==> src/rtl/axi4_mem_arbiter_pkg.sv <==
// Shared types and defaults for the two-master AXI4-lite memory arbiter.
package axi4_mem_arbiter_pkg;

  typedef enum logic [2:0] {
    ST_IDLE   = 3'd0,
    ST_RD_A   = 3'd1,
    ST_RD_R   = 3'd2,
    ST_WR_AW  = 3'd3,
    ST_WR_B   = 3'd4,
    ST_ERR_RD = 3'd5,
    ST_ERR_WR = 3'd6
  } arb_state_t;

  // First illegal word address (memory depth) and the read data for decode errors.
  localparam logic [31:0] ADDR_LIMIT_DEF    = 32'd1144;
  localparam logic [31:0] DEFAULT_RDATA_DEF = 32'hDEAD_BEEF;

  // Unsigned 32-bit range test; anything at or above the limit is a decode error.
  function automatic logic addr_in_range(input logic [31:0] addr, input logic [31:0] limit);
    return addr < limit;
  endfunction

endpackage

==> src/rtl/axi4_mem_arbiter_rr_arbiter2.sv <==
// Two-way round-robin arbiter: a lone requester wins, a tie goes to the master
// that did not win last time. The pointer moves only on the advance strobe.
module rr_arbiter2 (
  input  logic       clk,
  input  logic       reset,
  input  logic [1:0] req_i,
  input  logic       adv_i,
  output logic [1:0] gnt_o,
  output logic       last_o
);

  logic last_q;
  logic last_d;

  // One-hot grant from the request pair and the last-grant pointer.
  always_comb begin
    gnt_o  = req_i;
    if (req_i == 2'b11) gnt_o = last_q ? 2'b01 : 2'b10;
    last_d = last_q;
    if (adv_i && (gnt_o != 2'b00)) last_d = gnt_o[1];
  end

  // Last-grant pointer; resets to master 1 so master 0 wins the first tie.
  always_ff @(posedge clk) begin
    if (reset) last_q <= 1'b1;
    else       last_q <= last_d;
  end

  assign last_o = last_q;

endmodule

==> src/rtl/axi4_mem_arbiter.sv <==
// Shares one AXI4-lite memory slave between two masters, one whole transaction
// at a time. Out-of-range addresses are answered locally with a decode error.
//
// Handshake rule on every channel: a transfer happens on the rising edge where
// valid and ready are both 1; a source holds valid and payload stable until then,
// and valid never waits on ready.
module axi4_mem_arbiter
  import axi4_mem_arbiter_pkg::*;
#(
  parameter logic [31:0] ADDR_LIMIT    = ADDR_LIMIT_DEF,
  parameter logic [31:0] DEFAULT_RDATA = DEFAULT_RDATA_DEF
) (
  input  logic        clk,
  input  logic        reset,
  input  logic        m0_axi_awvalid, output logic m0_axi_awready,
  input  logic [31:0] m0_axi_awaddr,  input  logic [2:0] m0_axi_awprot,
  input  logic        m0_axi_wvalid,  output logic m0_axi_wready,
  input  logic [31:0] m0_axi_wdata,   input  logic [3:0] m0_axi_wstrb,
  output logic        m0_axi_bvalid,  input  logic m0_axi_bready,
  input  logic        m0_axi_arvalid, output logic m0_axi_arready,
  input  logic [31:0] m0_axi_araddr,  input  logic [2:0] m0_axi_arprot,
  output logic        m0_axi_rvalid,  input  logic m0_axi_rready,
  output logic [31:0] m0_axi_rdata,
  input  logic        m1_axi_awvalid, output logic m1_axi_awready,
  input  logic [31:0] m1_axi_awaddr,  input  logic [2:0] m1_axi_awprot,
  input  logic        m1_axi_wvalid,  output logic m1_axi_wready,
  input  logic [31:0] m1_axi_wdata,   input  logic [3:0] m1_axi_wstrb,
  output logic        m1_axi_bvalid,  input  logic m1_axi_bready,
  input  logic        m1_axi_arvalid, output logic m1_axi_arready,
  input  logic [31:0] m1_axi_araddr,  input  logic [2:0] m1_axi_arprot,
  output logic        m1_axi_rvalid,  input  logic m1_axi_rready,
  output logic [31:0] m1_axi_rdata,
  output logic        s_axi_awvalid,  input  logic s_axi_awready,
  output logic [31:0] s_axi_awaddr,   output logic [2:0] s_axi_awprot,
  output logic        s_axi_wvalid,   input  logic s_axi_wready,
  output logic [31:0] s_axi_wdata,    output logic [3:0] s_axi_wstrb,
  input  logic        s_axi_bvalid,   output logic s_axi_bready,
  output logic        s_axi_arvalid,  input  logic s_axi_arready,
  output logic [31:0] s_axi_araddr,   output logic [2:0] s_axi_arprot,
  input  logic        s_axi_rvalid,   output logic s_axi_rready,
  input  logic [31:0] s_axi_rdata,
  output logic        grant,
  output logic        decerr,
  output logic [2:0]  dbg_state
);

  arb_state_t  state_q;
  logic        aw_done_q, w_done_q, ar_done_q, decerr_q;
  logic [1:0]  req, gnt_oh;
  logic        adv, g;
  logic        c_awv, c_wv, c_is_wr, c_hold, c_oor;
  logic [31:0] c_addr;
  logic        sel_awvalid, sel_wvalid, sel_bready, sel_arvalid, sel_rready;
  logic        g_awready, g_wready, g_bvalid, g_arready, g_rvalid;
  logic        aw_hs, w_hs, b_hs, ar_hs, r_hs;

  assign req = {m1_axi_arvalid | m1_axi_awvalid | m1_axi_wvalid,
                m0_axi_arvalid | m0_axi_awvalid | m0_axi_wvalid};

  rr_arbiter2 u_rr (
    .clk    (clk),
    .reset  (reset),
    .req_i  (req),
    .adv_i  (adv),
    .gnt_o  (gnt_oh),
    .last_o (g)
  );

  // Candidate decode in IDLE. A write whose AW has not shown up yet (W first)
  // is held in IDLE so the range check always sees a valid awaddr.
  always_comb begin
    c_awv   = gnt_oh[1] ? m1_axi_awvalid : m0_axi_awvalid;
    c_wv    = gnt_oh[1] ? m1_axi_wvalid  : m0_axi_wvalid;
    c_is_wr = c_awv | c_wv;
    c_hold  = c_is_wr & ~c_awv;
    c_addr  = c_is_wr ? (gnt_oh[1] ? m1_axi_awaddr : m0_axi_awaddr)
                      : (gnt_oh[1] ? m1_axi_araddr : m0_axi_araddr);
    c_oor   = ~addr_in_range(c_addr, ADDR_LIMIT);
    adv     = (state_q == ST_IDLE) && (req != 2'b00) && !c_hold;
  end

  // Steering toward the slave from the granted master; slave valids only in their state.
  always_comb begin
    sel_awvalid   = g ? m1_axi_awvalid : m0_axi_awvalid;
    sel_wvalid    = g ? m1_axi_wvalid  : m0_axi_wvalid;
    sel_bready    = g ? m1_axi_bready  : m0_axi_bready;
    sel_arvalid   = g ? m1_axi_arvalid : m0_axi_arvalid;
    sel_rready    = g ? m1_axi_rready  : m0_axi_rready;
    s_axi_awaddr  = g ? m1_axi_awaddr  : m0_axi_awaddr;
    s_axi_awprot  = g ? m1_axi_awprot  : m0_axi_awprot;
    s_axi_wdata   = g ? m1_axi_wdata   : m0_axi_wdata;
    s_axi_wstrb   = g ? m1_axi_wstrb   : m0_axi_wstrb;
    s_axi_araddr  = g ? m1_axi_araddr  : m0_axi_araddr;
    s_axi_arprot  = g ? m1_axi_arprot  : m0_axi_arprot;
    s_axi_awvalid = (state_q == ST_WR_AW) & sel_awvalid & ~aw_done_q;
    s_axi_wvalid  = (state_q == ST_WR_AW) & sel_wvalid & ~w_done_q;
    s_axi_bready  = (state_q == ST_WR_B) & sel_bready;
    s_axi_arvalid = (state_q == ST_RD_A) & sel_arvalid;
    s_axi_rready  = (state_q == ST_RD_R) & sel_rready;
  end

  // Responses for the granted master, either from the slave or generated locally on decode error.
  always_comb begin
    g_arready = ((state_q == ST_RD_A) & s_axi_arready) | ((state_q == ST_ERR_RD) & ~ar_done_q);
    g_rvalid  = ((state_q == ST_RD_R) & s_axi_rvalid)  | ((state_q == ST_ERR_RD) & ar_done_q);
    g_awready = ((state_q == ST_WR_AW) & s_axi_awready & ~aw_done_q) | ((state_q == ST_ERR_WR) & ~aw_done_q);
    g_wready  = ((state_q == ST_WR_AW) & s_axi_wready & ~w_done_q)   | ((state_q == ST_ERR_WR) & ~w_done_q);
    g_bvalid  = ((state_q == ST_WR_B) & s_axi_bvalid)  | ((state_q == ST_ERR_WR) & aw_done_q & w_done_q);
    aw_hs = sel_awvalid & g_awready;
    w_hs  = sel_wvalid & g_wready;
    b_hs  = g_bvalid & sel_bready;
    ar_hs = sel_arvalid & g_arready;
    r_hs  = g_rvalid & sel_rready;
    m0_axi_awready = ~g & g_awready;  m1_axi_awready = g & g_awready;
    m0_axi_wready  = ~g & g_wready;   m1_axi_wready  = g & g_wready;
    m0_axi_bvalid  = ~g & g_bvalid;   m1_axi_bvalid  = g & g_bvalid;
    m0_axi_arready = ~g & g_arready;  m1_axi_arready = g & g_arready;
    m0_axi_rvalid  = ~g & g_rvalid;   m1_axi_rvalid  = g & g_rvalid;
    m0_axi_rdata   = (state_q == ST_ERR_RD) ? DEFAULT_RDATA : s_axi_rdata;
    m1_axi_rdata   = m0_axi_rdata;
  end

  // Transaction FSM: decide in IDLE, run one transaction, return to IDLE.
  always_ff @(posedge clk) begin
    if (reset) begin
      state_q   <= ST_IDLE;
      aw_done_q <= 1'b0;
      w_done_q  <= 1'b0;
      ar_done_q <= 1'b0;
      decerr_q  <= 1'b0;
    end else begin
      unique case (state_q)
        ST_IDLE: if (adv) begin
          if (c_oor) decerr_q <= 1'b1;
          if (c_is_wr) state_q <= c_oor ? ST_ERR_WR : ST_WR_AW;
          else         state_q <= c_oor ? ST_ERR_RD : ST_RD_A;
        end
        ST_RD_A: if (ar_hs) state_q <= ST_RD_R;
        ST_RD_R: if (r_hs)  state_q <= ST_IDLE;
        ST_WR_AW: begin
          if (aw_hs) aw_done_q <= 1'b1;
          if (w_hs)  w_done_q  <= 1'b1;
          if ((aw_done_q | aw_hs) & (w_done_q | w_hs)) state_q <= ST_WR_B;
        end
        ST_WR_B: if (b_hs) begin
          state_q   <= ST_IDLE;
          aw_done_q <= 1'b0;
          w_done_q  <= 1'b0;
        end
        ST_ERR_RD: begin
          if (ar_hs) ar_done_q <= 1'b1;
          if (r_hs) begin
            state_q   <= ST_IDLE;
            ar_done_q <= 1'b0;
          end
        end
        ST_ERR_WR: begin
          if (aw_hs) aw_done_q <= 1'b1;
          if (w_hs)  w_done_q  <= 1'b1;
          if (b_hs) begin
            state_q   <= ST_IDLE;
            aw_done_q <= 1'b0;
            w_done_q  <= 1'b0;
          end
        end
        default: state_q <= ST_IDLE;
      endcase
    end
  end

  assign grant     = g;
  assign decerr    = decerr_q;
  assign dbg_state = state_q;

endmodule
==> config.mk <==
export PLATFORM = sky130hd
export DESIGN_NAME = axi4_mem_arbiter
export DESIGN_NICKNAME = d
export VERILOG_FILES = /design/src/rtl/axi4_mem_arbiter_pkg.sv /design/src/rtl/axi4_mem_arbiter_rr_arbiter2.sv /design/src/rtl/axi4_mem_arbiter.sv
export SDC_FILE = /design/constraint.sdc
export NUM_CORES = 1
export LEC_CHECK = 0
export BUFFER_PORTS_ARGS = -buffer_cell sky130_fd_sc_hd__buf_4
export CORE_AREA = 2 2 176 178
export DETAILED_ROUTE_END_ITERATION = 6
export DIE_AREA = 0 0 178 180
export PLACE_DENSITY_LB_ADDON = 0.25
export SLEW_MARGIN = 10
export SYNTH_ARGS = -nofsm -noshare
export SYNTH_HDL_FRONTEND = slang
export SYNTH_HIERARCHICAL = 1
export SYNTH_SLANG_ARGS = --single-unit
==> constraint.sdc <==
create_clock -name clk -period 2.94 [get_ports clk]
set_input_delay 0.294 -clock clk [delete_from_list [all_inputs] [get_ports clk]]
set_output_delay 0.294 -clock clk [all_outputs]
set_load 0.01 [all_outputs]
==> results.cfg <==
[grt]
grt_pass1_wl_um = 28700
grt_overflow = 0
antenna_found_initial = 1
grt_max_degree = 72
grt_pass1_vias = 4431
grtUsageTotal_pct = 12.0

[sta]
skew_ns = 0.00308
timing.fmax_ghz = 0.400
rsz0062_at_grt = no
relSlewSlack_pct = 53.9
tightest_slew_ns = 0.692
period_share_pct = 85.0
slew_violations = 0
finalCriticalPeriod_ns = 2.50
tns_ns = 0
hold_viol_final = 0
setup_viol = 0
fin_hold_ws_ns = 0.291

[yosys]
synthesis.area_um2 = 2790
syn_nets = 601
yosysWarnings = 6
avgSynthCellArea_um2 = 8.20
synthCells = 340

[clock_network]
cts.path.max_buffers = 2
htreeDepth = 1
root_buffer = clkbuf_16
cts_hold_buf = 0
clkTransAtPathRegs_ns = 0.04
cts_tree = yes
cts_resized = 0
cts_buffers = 3
clk_latency_ns = 0.24
cts_sinks = 8
post-cts-setup-buffer-count = 0

[routing]
drt.antenna.violating_nets = 0
routedWlPerCell_um = 18.2
drc = 0
vias_per_cell = 3.73
drtIter0Drc = 130
num_vias = 4260
wl_um = 20800
drt-pass1-iter-count = 4

[job]
cap_violations = 0

[floorplanning]
start_util_pct = 9.23
ios = 451
die_w_um = 178
core_area_um2 = 30200
dieArea_um2 = 32000
dieHeight_um = 180
rows = 64

[critical_path]
required_ns = 3.06
worstSetupPathType = in2reg
startpoint_type = primary input
critPathMaxStageDelay_ns = 0.42
path_cells = buf_4 -> or3_1 -> a21boi_2 -> buf_12 -> nor4b_1 -> nand4_1 -> nor4_1 -> o221ai_1 -> a221oi_2 -> o21ai_1
end_kind = register
slowest_stage = or3_1
worst_ep_arrival_time_ns = 2.61
path_max_fanout = 12

[layout]
fin_util_pct = 21.5
drive_gt1_share_pct = 80.2
stdcell_area_um2 = 6480
n_antenna_cell = 0
final_cell_mix = buf_4 (455), mux2_2 (106), or2_2 (24)
nets = 1008
final_common_cell = buf_4
area_growth_pct = 133

[hold_path]
hold_path_class = in2reg

[placed_design]
io_buffers = 450
placed_area_um2 = 6410
hpwl_um = 18700
gp_congestion = 0.838

[status]
outcome = complete, no violations

[power]
vdd_drop_max_mv = 0.221
p_leak_nw = 3.14
combPwrFrac_pct = 84.7
seq_power_share_pct = 7.4
p_switching_mw = 1.37
pwr-share-clk_pct = 7.8
p_sw_share_pct = 43.7
power.density_nw_per_um2 = 484
p_int_mw = 1.77
==> layout make-up <==
class,count,area [um^2]
Fill cell,3393,23700
Multi-Input combinational cell,271,2270
Sequential cell,8,164
Timing Repair Buffer,457,3460
Clock buffer,4,78.8
Inverter,6,22.5
Tap cell,396,495
==> per-layer routing <==
metal | track usage, % | vias to the layer above | wire length [um] | share of wire (%)
li1 | - | 2065 | - | -
met1 | 13.0 | 1892 | 7540 | 36
met2 | 23.2 | 289 | 10900 | 53
met3 | 2.92 | 12 | 1880 | 9.1
met4 | 2.36 | 2 | 442 | 2.1
met5 | 0 | - | 13 | 0.062
==> path summary, 6_finish.rpt <==
| check | startpoint | end | slack [ns] | cells after the start |
|---|---|---|---|---|
| max | m0_axi_wvalid | dbg_state[2] | 0.44 | 10 |
| min | reset | dbg_state[0] | 0.29 | 2 |
| max reg2reg | u_rr/last_o | dbg_state[2] | 0.67 | 8 |
| min reg2reg | decerr | decerr | 0.47 | 1 |
==> state kept, by name (all words and copies together) (netlist names) <==
register / cells
dbg_state: 3
decerr: 1
aw_done_q: 1
u_rr/last_o: 1
ar_done_q: 1
w_done_q: 1
==> worst max-delay path: cells and delay by family <==
family | cells | cell delay [ns]
and+or+nand+nor | 4 | 1.06
buffers and inverters | 2 | 0.29
AOI/OAI and AO/OA | 4 | 0.95
==> power groups by stage <==
stage	sequential [mW]	combinational (mW)	clock (mW)
global route	0.246	2.84	0.259
floorplan	0.179	1.40	0
finish	0.233	2.66	0.246
CTS	0.233	2.71	0.248
global placement	0.236	2.71	0
detailed placement	0.234	2.69	0
==> through the flow <==
stage	std cells	setup WS (ns)	power, mW
global placement	1138	0.204	2.94
finish	1142	0.442	3.14
detailed placement	1138	0.109	2.93
global route	1142	0.227	3.34
floorplan	340	0.773	1.58
CTS	1142	0.349	3.19
Power figures use the tool's default switching activity.
